### src/rtl/control_writeback.sv
// Purpose : writeback-stage controller and reading end of the execute->writeback buffer;
//           pops buffered results in order, runs a read handshake for loads, drives the RF write port.
// Latency : ALU entry pushed at edge N is written at edge N+3; a load adds one cycle plus memory wait cycles.
// Backpr. : ExeWBFull (registered occupancy == DEPTH) stalls execute; a push while full is dropped and
//           recorded in sticky WBOverflow; the pop side stalls for as long as memory withholds MemRdAck.
// Ports   : CLK/RST (async active-low) | Exe* push side (strobe, dst, data/address, flags) + ExeWBFull |
//           MemRdReq/MemAddr/MemRdData/MemRdAck read handshake | RegWrEn/RegWrAddr/RegWrData RF port |
//           WBBusy, BufCount, WBOverflow status.
module control_writeback #(
    parameter int DATA_W     = 32,
    parameter int REG_ADDR_W = 4,
    parameter int DEPTH      = 4,
    parameter int PTR_W      = 2
) (
    input  logic                  CLK,
    input  logic                  RST,
    input  logic                  ExeWBBufferWr,
    input  logic [REG_ADDR_W-1:0] ExeDst,
    input  logic [DATA_W-1:0]     ExeData,
    input  logic                  ExeRegWrite,
    input  logic                  ExeIsLoad,
    output logic                  ExeWBFull,
    output logic                  MemRdReq,
    output logic [DATA_W-1:0]     MemAddr,
    input  logic [DATA_W-1:0]     MemRdData,
    input  logic                  MemRdAck,
    output logic                  RegWrEn,
    output logic [REG_ADDR_W-1:0] RegWrAddr,
    output logic [DATA_W-1:0]     RegWrData,
    output logic                  WBBusy,
    output logic [PTR_W:0]        BufCount,
    output logic                  WBOverflow
);

    typedef struct packed {
        logic [REG_ADDR_W-1:0] dst;
        logic [DATA_W-1:0]     data;
        logic                  reg_write;
        logic                  is_load;
    } entry_t;

    typedef enum logic [1:0] {
        WB_IDLE  = 2'd0,
        WB_READ  = 2'd1,
        WB_MEM   = 2'd2,
        WB_WRITE = 2'd3
    } wb_state_t;

    localparam logic [PTR_W:0] FULL_CNT = (PTR_W+1)'(DEPTH);

    wb_state_t             state_q, state_d;
    entry_t                fifo_q [DEPTH];
    entry_t                fifo_d [DEPTH];
    logic [PTR_W-1:0]      wr_ptr_q, wr_ptr_d;
    logic [PTR_W-1:0]      rd_ptr_q, rd_ptr_d;
    logic [PTR_W:0]        count_q, count_d;
    logic                  overflow_q, overflow_d;
    logic [REG_ADDR_W-1:0] hold_dst_q, hold_dst_d;
    logic [DATA_W-1:0]     hold_data_q, hold_data_d;
    logic                  hold_rw_q, hold_rw_d;

    entry_t in_entry;
    entry_t head;
    logic   full;
    logic   push;
    logic   pop;
    logic   buf_nonempty;

    assign in_entry     = {ExeDst, ExeData, ExeRegWrite, ExeIsLoad};
    assign head         = fifo_q[rd_ptr_q];
    assign full         = (count_q == FULL_CNT);
    assign buf_nonempty = (count_q != '0);
    // A push seen while full is dropped outright, even if this cycle also pops.
    assign push         = ExeWBBufferWr & ~full;
    // READ is only ever entered with a non-empty buffer, so the pop is always valid.
    assign pop          = (state_q == WB_READ);

    // ------------------------------------------------------------------
    // FSM: state register
    // ------------------------------------------------------------------
    always_ff @(posedge CLK or negedge RST) begin
        if (!RST) begin
            state_q <= WB_IDLE;
        end else begin
            state_q <= state_d;
        end
    end

    // ------------------------------------------------------------------
    // FSM: next state
    // ------------------------------------------------------------------
    always_comb begin
        state_d = state_q;
        case (state_q)
            WB_IDLE: begin
                if (buf_nonempty) begin
                    state_d = WB_READ;
                end
            end
            WB_READ: begin
                // Routing uses the head entry directly, as it is being latched this cycle.
                if (head.is_load) begin
                    state_d = WB_MEM;
                end else if (head.reg_write) begin
                    state_d = WB_WRITE;
                end else begin
                    state_d = WB_IDLE;
                end
            end
            WB_MEM: begin
                if (MemRdAck) begin
                    state_d = hold_rw_q ? WB_WRITE : WB_IDLE;
                end
            end
            WB_WRITE: begin
                // Go straight back to READ so ALU entries drain at one per two cycles.
                state_d = buf_nonempty ? WB_READ : WB_IDLE;
            end
            default: state_d = WB_IDLE;
        endcase
    end

    // ------------------------------------------------------------------
    // FSM: Moore-decoded control outputs
    // ------------------------------------------------------------------
    always_comb begin
        MemRdReq = 1'b0;
        RegWrEn  = 1'b0;
        WBBusy   = 1'b1;
        case (state_q)
            WB_IDLE:  WBBusy   = 1'b0;
            WB_MEM:   MemRdReq = 1'b1;
            // R0 is hardwired zero: the WRITE cycle still happens, the strobe does not.
            WB_WRITE: RegWrEn  = (hold_dst_q != '0);
            default:  ;
        endcase
    end

    // ------------------------------------------------------------------
    // Buffer, occupancy, overflow flag and holding registers
    // ------------------------------------------------------------------
    always_comb begin
        fifo_d      = fifo_q;
        wr_ptr_d    = wr_ptr_q;
        rd_ptr_d    = rd_ptr_q;
        count_d     = count_q;
        overflow_d  = overflow_q | (ExeWBBufferWr & full);
        hold_dst_d  = hold_dst_q;
        hold_data_d = hold_data_q;
        hold_rw_d   = hold_rw_q;

        if (push) begin
            fifo_d[wr_ptr_q] = in_entry;
            wr_ptr_d         = wr_ptr_q + PTR_W'(1);
        end
        if (pop) begin
            rd_ptr_d = rd_ptr_q + PTR_W'(1);
        end
        case ({push, pop})
            2'b10:   count_d = count_q + (PTR_W+1)'(1);
            2'b01:   count_d = count_q - (PTR_W+1)'(1);
            default: count_d = count_q;
        endcase

        if (state_q == WB_READ) begin
            hold_dst_d  = head.dst;
            hold_data_d = head.data;
            hold_rw_d   = head.reg_write;
        end else if ((state_q == WB_MEM) && MemRdAck) begin
            // Load data replaces the address in the same holding register.
            hold_data_d = MemRdData;
        end
    end

    always_ff @(posedge CLK or negedge RST) begin
        if (!RST) begin
            for (int i = 0; i < DEPTH; i++) begin
                fifo_q[i] <= '0;
            end
            wr_ptr_q    <= '0;
            rd_ptr_q    <= '0;
            count_q     <= '0;
            overflow_q  <= 1'b0;
            hold_dst_q  <= '0;
            hold_data_q <= '0;
            hold_rw_q   <= 1'b0;
        end else begin
            fifo_q      <= fifo_d;
            wr_ptr_q    <= wr_ptr_d;
            rd_ptr_q    <= rd_ptr_d;
            count_q     <= count_d;
            overflow_q  <= overflow_d;
            hold_dst_q  <= hold_dst_d;
            hold_data_q <= hold_data_d;
            hold_rw_q   <= hold_rw_d;
        end
    end

    assign ExeWBFull  = full;
    assign BufCount   = count_q;
    assign WBOverflow = overflow_q;
    assign MemAddr    = hold_data_q;
    assign RegWrAddr  = hold_dst_q;
    assign RegWrData  = hold_data_q;

endmodule
### config.mk
export PLATFORM = sky130hd
export DESIGN_NAME = control_writeback
export DESIGN_NICKNAME = d
export VERILOG_FILES = /design/src/rtl/control_writeback.sv
export SDC_FILE = /design/constraint.sdc
export NUM_CORES = 1
export LEC_CHECK = 0
export CORE_AREA = 2 2 131 133
export DETAILED_ROUTE_END_ITERATION = 7
export DIE_AREA = 0 0 133 135
export PLACE_DENSITY = 0.88
export SKIP_LAST_GASP = 1
export SYNTH_ARGS = -nofsm -noshare
export SYNTH_HDL_FRONTEND = slang
export SYNTH_SLANG_ARGS = --single-unit
### constraint.sdc
create_clock -name CLK -period 6.62 [get_ports CLK]
set_clock_uncertainty 0.2 [all_clocks]
set_input_delay 1.324 -clock CLK [delete_from_list [all_inputs] [get_ports CLK]]
set_output_delay 1.324 -clock CLK [all_outputs]
set_load 0.01 [all_outputs]
==> results of run 1 <==
-- stage by stage --
stage	area, um2	power [W]	hold slack [ns]	cells
floorplan	9450	0.00415	0.274	617
global placement	10700	0.00471	0.245	921
detailed placement	10700	0.00487	0.253	921
CTS	11300	0.00602	0.274	953
global route	11300	0.00632	0.288	953
finish	11300	0.00597	0.269	953
-- metal layers --
layer  wire (um)  vias up  GRT usage [%]  share of wire (%)
met3         581       16           3.64                3.0
met4         231        0           6.69                1.2
met2       10500      110           41.8                 54
met1        8000     2832           28.9                 41
met5           0        -              0                  0
li1            -     2374              -                  -
-- sequential cells by signal, indices dropped and copies added, names as in the netlist --
signal / flops
rd_ptr_q: 2
hold_rw_q: 1
fifo_q: 152
wr_ptr_q: 2
BufCount: 3
state_q: 2
RegWrAddr: 4
WBOverflow: 1
MemAddr: 32
-- cells in the final DEF, fill, tap and decap left out, types with 3 or more instances in the layout --
master,count
clkbuf_16,17
clkinv_2,3
clkbuf_8,5
mux2i_1,36
o21ai_0,35
mux4_2,37
clkdlybuf4s50_1,148
bufinv_16,4
nand2_4,4
ha_1,5
inv_1,4
mux2_4,80
mux2_2,73
dfrtp_1,197
buf_4,4
nand2_1,49
xnor2_1,5
-- power by group through the flow --
stage	logic [W]	registers [W]	clock network (W)
after floorplan	0.00198	0.00217	0
after global placement	0.00247	0.00224	0
after detailed placement	0.00255	0.00232	0
after CTS	0.00257	0.00231	0.00114
after global routing	0.00273	0.00240	0.00119
final	0.00253	0.00232	0.00112
-- logic make-up (layout without fill, tap and decap cells) --
family / count (synthesis) / in the layout / synth area share [%]
simple gates: 67 / 67 / 3.41
buf+inv: 74 / 190 / 6.31
xor+xnor: 6 / 6 / 0.556
flops: 199 / 199 / 52.7
compound gates: 39 / 39 / 2.14
mux: 226 / 226 / 34.0
fa+ha+maj: 6 / 6 / 0.873
-- worst max path at each step --
stage	startpoint	endpoint	slack (ns)	depth (start not counted)
2_1_floorplan	ExeWBBufferWr	BufCount[2]	3.71	8
3_3_place_gp	ExeWBBufferWr	BufCount[2]	2.92	8
3_5_place_dp	ExeWBBufferWr	BufCount[2]	2.88	8
4_1_cts	BufCount[0]	ExeWBFull	3.29	2
5_1_grt	ExeWBBufferWr	BufCount[2]	3.18	8
6_report	BufCount[0]	ExeWBFull	3.32	2
-- cells in the mapped netlist --
cell and count:
nor3_1 1, or2_2 1, inv_2 1, mux4_2 37, ha_1 5, or3_1 1
fa_1 1, nor4_1 1, a21oi_1 1, a21o_1 1, buf_6 5, xor2_1 1
nor3b_4 1, nand3_1 1, nor2b_1 2, buf_2 13, nor2_1 2, nand2_1 50
nand3b_1 1, dfrtp_1 199, o22a_1 1, o22ai_1 1, xnor2_1 5, nand2b_1 1
nor2b_2 1, clkbuf_1 6, nand2_4 4, buf_1 1, o21ai_0 35, mux2_4 80
buf_4 36, mux2_2 73, mux2i_1 36, inv_1 4, buf_12 8
-- area by class of cell --
cell class	instances	area share, %
Timing Repair Buffer	153	13.5
Inverter	5	0.166
Multi-Input combinational cell	344	34.2
Clock inverter	11	1.48
Tap cell	220	2.43
Clock buffer	21	4.24
Sequential cell	199	44.0
==> reports/qor.csv, run 1 <==
stage,metric,value,unit
clock_tree,root_buffer,clkbuf_16,
hold_path,hold_end,WBOverflow,
layout,drive_above_1_share,32.5,%
timing,fin_setup_tns,0,ns
flow_run,max-cap-violations,0,
pwr,ir_worst_vdd,0.433,mV
global_route,grt_overflow,0,
layout,fin_util,69.1,%
drt,vias_per_cell,5.59,
clock_tree,cts.clk_slew.worst_paths,0.07,ns
logic_synthesis,synthCells,617,
clock_tree,htreeDepth,4,
critical_path,required,5.10,ns
clock_tree,cts_resized,0,
layout,nFillCells,1090,
timing,tightest_slew,1.14,ns
layout,multi_input_area,0.00388,mm2
timing,slew_viol_final,0,
critical_path,cp_data_arrival_time,1.78,ns
drt,dr.pass1.iters,4,
critical_path,regToRegStartpoint,BufCount[2],
hold_path,hold_path_class,flip-flop to flip-flop,
layout,diodes,0,
critical_path,reg2reg_slack,4.12,ns
pwr,powerDensity,527,mW/mm2
logic_synthesis,synth_area,0.00945,mm2
timing,setup_slack,3.32,ns
global_route,grt_pass1_vias,5971,
die,num_io_pins,150,
timing,rsz0062_at_grt,no,
critical_path,path_cells,nor3b_4 > clkdlybuf4s50_1,
logic_synthesis,synth_area_leaders,"dfrtp_1 53%, mux2_4 13%, mux4_2 8.8%, mux2_2 8.7%, mux2i_1 3.8%",
layout,seqCellArea,0.00498,mm2
hold_path,hold_start,WBOverflow,
placed_design,place_congestion,0.725,
pwr,p_int,0.00412,W
timing,timing.fmax,303,MHz
placed_design,post-place-ws,2.88,ns
drt,wl_per_cell,20.2,um
layout,synthToLayoutAreaGrowth,19.8,%
drt,drc,0,
critical_path,end_kind,primary output,
clock_tree,postCtsSetupBuffers,0,
critical_path,slowest_stage,clkdlybuf4s50_1,
layout,final_nets,800,
timing,finalHoldViolations,0,
global_route,grt_pass1_wl,32100,um
clock_tree,ctsHoldBuffers,0,
clock_tree,clock_path_buffers,2,
timing,relSlewSlack,24.0,%
logic_synthesis,synth.avg_cell_area,15.3,um2
clock_tree,clkSinkCount,199,
logic_synthesis,synth_nets,697,
die,coreArea,0.0164,mm2
critical_path,rr_worst_depth,8,
die,start_util,57.6,%
logic_synthesis,yosys_warnings,0,
clock_tree,cts_tree,done,
timing,report.final.setup_viol,0,
pwr,netSwitchingFraction,31.0,%
logic_synthesis,synth_top_area_share,52.7,%
drt,first_iter_violations,230,
timing,period_share,49.8,%
logic_synthesis,synthDistinctLibCells,35,
critical_path,cp_max_fo,5,
clock_tree,cts_inserted_buffers,17,
placed_design,place_hpwl,12100,um
pwr,p_comb_share,42.4,%
drt,wl,19300,um
critical_path,path_delay_family,buffers and inverters,
die,die_w,133,um
critical_path,start_kind,flip-flop,
pwr,pwr-share-seq,38.8,%
die,dieArea,0.0180,mm2
global_route,grt_antenna_before_repair,0,
global_route,grt_max_degree,90,
run_status,status,"complete, no violations",
global_route,track_usage,23.1,%
pwr,switchingPower,0.00185,W
critical_path,r2r_end,BufCount[2],
hold_path,hold_depth,1,
critical_path,critPathKind,flip-flop to primary output,
clock_tree,clkLatencyLatePin,0.43,ns
timing,fin_crit,3.30,ns
drt,vias,5332,
critical_path,cp_num_buf_inv,1,
die,rows,47,
pwr,leakage,5.22,nW
placed_design,io_buffers,149,
logic_synthesis,synth_area_leader_cell,dfrtp_1,
critical_path,slowest_delay,0.58,ns
pwr,p_clk_share,18.8,%
drt,ant_nets,0,
logic_synthesis,yosys_register_bits,199,
die,die_h,135,um
logic_synthesis,ys_seq_area_share,52.7,%
Note: power is estimated with default switching activity, not from simulation.
==> inputs of run 2 (changes only) <==
- CORE_AREA: 2 2 131 133 -> 2 2 142 144
- DIE_AREA: 0 0 133 135 -> 0 0 144 146
- PLACE_DENSITY: 0.88 -> 0.8
- clock period: 6.62 -> 2.9 ns (I/O delays scaled with it)
==> reports/qor.csv, run 2 (synthesis results as in run 1) <==
stage,metric,value,unit,change
timing,relSlewSlack,56.2,%,was 24.0%
clock_tree,cts_inserted_buffers,17,,unchanged
layout,final_common_cell,dfrtp_1,,unchanged
flow_run,max-cap-violations,0,,unchanged
global_route,met1_usage,25.3,%,was 28.9%
drt,drc,0,,unchanged
placed_design,place_congestion,0.740,,was 0.725
critical_path,slowest_stage,clkdlybuf4s50_1,,unchanged
critical_path,critPathKind,flip-flop to primary output,,unchanged
clock_tree,cts_resized,0,,unchanged
clock_tree,clock_path_buffers,2,,unchanged
drt,wl_per_cell,19.9,um,was 20.2 um
layout,largest_reg_flops,152,,unchanged
die,num_io_pins,150,,unchanged
layout,final_cell_mix,"197 x dfrtp_1, 148 x clkdlybuf4s50_1, 80 x mux2_4, 73 x mux2_2, 49 x nand2_1",,unchanged
timing,period_share,88.0,%,
placed_design,place_hpwl,13100,um,was 12100 um
timing,fin_setup_tns,0,ns,unchanged
critical_path,r2r_end,BufCount[2],,unchanged
global_route,busiest_layer,met2,,unchanged
critical_path,cp_data_arrival_time,1.77,ns,was 1.78 ns
critical_path,cp_num_buf_inv,1,,unchanged
pwr,power,0.0135,W,was 0.00597 W
critical_path,cp_max_fo,5,,unchanged
placed_design,post-place-ws,0.302,ns,was 2.88 ns
pwr,netSwitchingFraction,31.9,%,was 31.0%
layout,regMostFlops,fifo_q,,unchanged
critical_path,required,2.12,ns,was 5.10 ns
critical_path,crit_end,ExeWBFull,,unchanged
clock_tree,cts_tree,done,,unchanged
die,die_h,146,um,was 135 um
hold_path,hold_path_class,flip-flop to flip-flop,,unchanged
timing,setup_slack,0.349,ns,was 3.32 ns
pwr,switchingPower,0.00430,W,was 0.00185 W
timing,fin_crit,2.55,ns,
placed_design,io_buffers,149,,unchanged
critical_path,reg2reg_slack,0.54,ns,was 4.12 ns
clock_tree,postCtsSetupBuffers,0,,unchanged
critical_path,slowest_delay,0.58,ns,about the same
timing,rsz0062_at_grt,no,,unchanged
pwr,leakage,5.27,nW,was 5.22 nW
pwr,ir_worst_vdd,0.485,mV,was 0.433 mV
die,rows,51,,was 47
timing,slew_viol_final,0,,unchanged
drt,ant_nets,0,,unchanged
die,die_w,144,um,was 133 um
clock_tree,htreeDepth,4,,unchanged
clock_tree,root_buffer,clkbuf_16,,unchanged
global_route,grt_max_degree,78,,was 90
critical_path,crit_cells,2,,unchanged
pwr,p_int,0.00918,W,was 0.00412 W
drt,vias_per_cell,5.29,,was 5.59
critical_path,end_kind,primary output,,unchanged
global_route,grt_use_met2,35.3,%,was 41.8%
clock_tree,clkSinkCount,199,,unchanged
global_route,track_usage,20.2,%,was 23.1%
layout,fin_util,59.5,%,was 69.1%
global_route,grt_antenna_before_repair,0,,unchanged
drt,vias,5342,,was 5332
die,start_util,48.9,%,was 57.6%
pwr,pwr-share-seq,38.5,%,was 38.8%
critical_path,startpoint,BufCount[0],,unchanged
critical_path,regToRegStartpoint,state_q[1],,was BufCount[2]
clock_tree,cts.clk_slew.worst_paths,0.07,ns,about the same
die,coreArea,0.0193,mm2,was 0.0164 mm2
global_route,grt_pass1_wl,32900,um,was 32100 um
global_route,grt_overflow,0,,unchanged
layout,final_nets,812,,was 800
layout,synthToLayoutAreaGrowth,21.7,%,was 19.8%
pwr,powerDensity,1170,mW/mm2,was 527 mW/mm2
critical_path,start_kind,flip-flop,,unchanged
timing,finalHoldViolations,0,,unchanged
placed_design,place_area,0.0109,mm2,was 0.0107 mm2
global_route,grt_use_met3,4.31,%,was 3.64%
drt,wl,20100,um,was 19300 um
layout,drive_above_1_share,33.2,%,was 32.5%
drt,dr.pass1.iters,4,,unchanged
drt,first_iter_violations,212,,was 230
run_status,status,"complete, no violations",,unchanged
critical_path,path_cells,nor3b_4 > clkdlybuf4s50_1,,unchanged
die,dieArea,0.0210,mm2,was 0.0180 mm2
global_route,grt_pass1_vias,5958,,was 5971
timing,tightest_slew,0.658,ns,was 1.14 ns
pwr,p_clk_share,16.8,%,was 18.8%
critical_path,rr_worst_depth,7,,was 8
timing,report.final.setup_viol,0,,unchanged
pwr,p_comb_share,44.7,%,was 42.4%
layout,fin_area,0.0115,mm2,was 0.0113 mm2
layout,diodes,0,,unchanged
clock_tree,clkLatencyLatePin,0.43,ns,about the same
critical_path,path_delay_family,buffers and inverters,,unchanged
timing,timing.fmax,392,MHz,
## run 2: how the worst min path moves through the flow
stage / startpoint / end / slack, ns / cells after the start
after detailed placement: WBOverflow / WBOverflow / 0.25 / 1
final: WBOverflow / WBOverflow / 0.27 / 1
after floorplan: RST / BufCount[0] / 0.08 / 0
after global routing: WBOverflow / WBOverflow / 0.30 / 1
after CTS: RST / BufCount[2] / 0.001 / 1
after global placement: WBOverflow / WBOverflow / 0.24 / 1
## run 2: cell type report
| cell class | instances | area [um2] |
|---|---|---|
| clock buffer | 20 | 447 |
| clock inverter | 12 | 118 |
| fill | 1462 | 7830 |
| inverter | 5 | 18.8 |
| multi-input combinational | 344 | 3880 |
| sequential | 199 | 4980 |
| tap | 265 | 332 |
| timing repair buffer | 165 | 1730 |
## run 2: metal layers
layer / up-vias / part of all wire, %
met5: - / 0
met4: 0 / 1.4
met3: 15 / 3.9
met2: 111 / 53
met1: 2808 / 42
li1: 2408 / -
## run 2: worst reg2reg max path, cell delays in order (launching register included)
cell and delay, ns:
dfrtp_1 0.45, nand2b_1 0.33, inv_2 0.22, ha_1 0.28, fa_1 0.38, xnor2_1 0.19, nor2_1 0.07, xor2_1 0.13
## run 2: power groups by stage
| stage | clock network [W] | logic (W) | registers (W) |
|---|---|---|---|
| CTS | 0.00230 | 0.00613 | 0.00518 |
| detailed placement | 0 | 0.00610 | 0.00522 |
| global route | 0.00243 | 0.00651 | 0.00537 |
| floorplan | 0 | 0.00453 | 0.00495 |
| finish | 0.00227 | 0.00602 | 0.00519 |
| global placement | 0 | 0.00591 | 0.00503 |
## run 2: what timing repair did
item,CTS,global route
endpoints found under the hold margin,0,6
hold buffers,0,1
setup endpoints to repair,0,0
## run 2: through the flow
step	std cells	hold WS [ns]
floorplan	617	0.0844
global placement	977	0.237
detailed placement	977	0.248
CTS	1009	0.00114
global route	1010	0.296
finish	1010	0.274
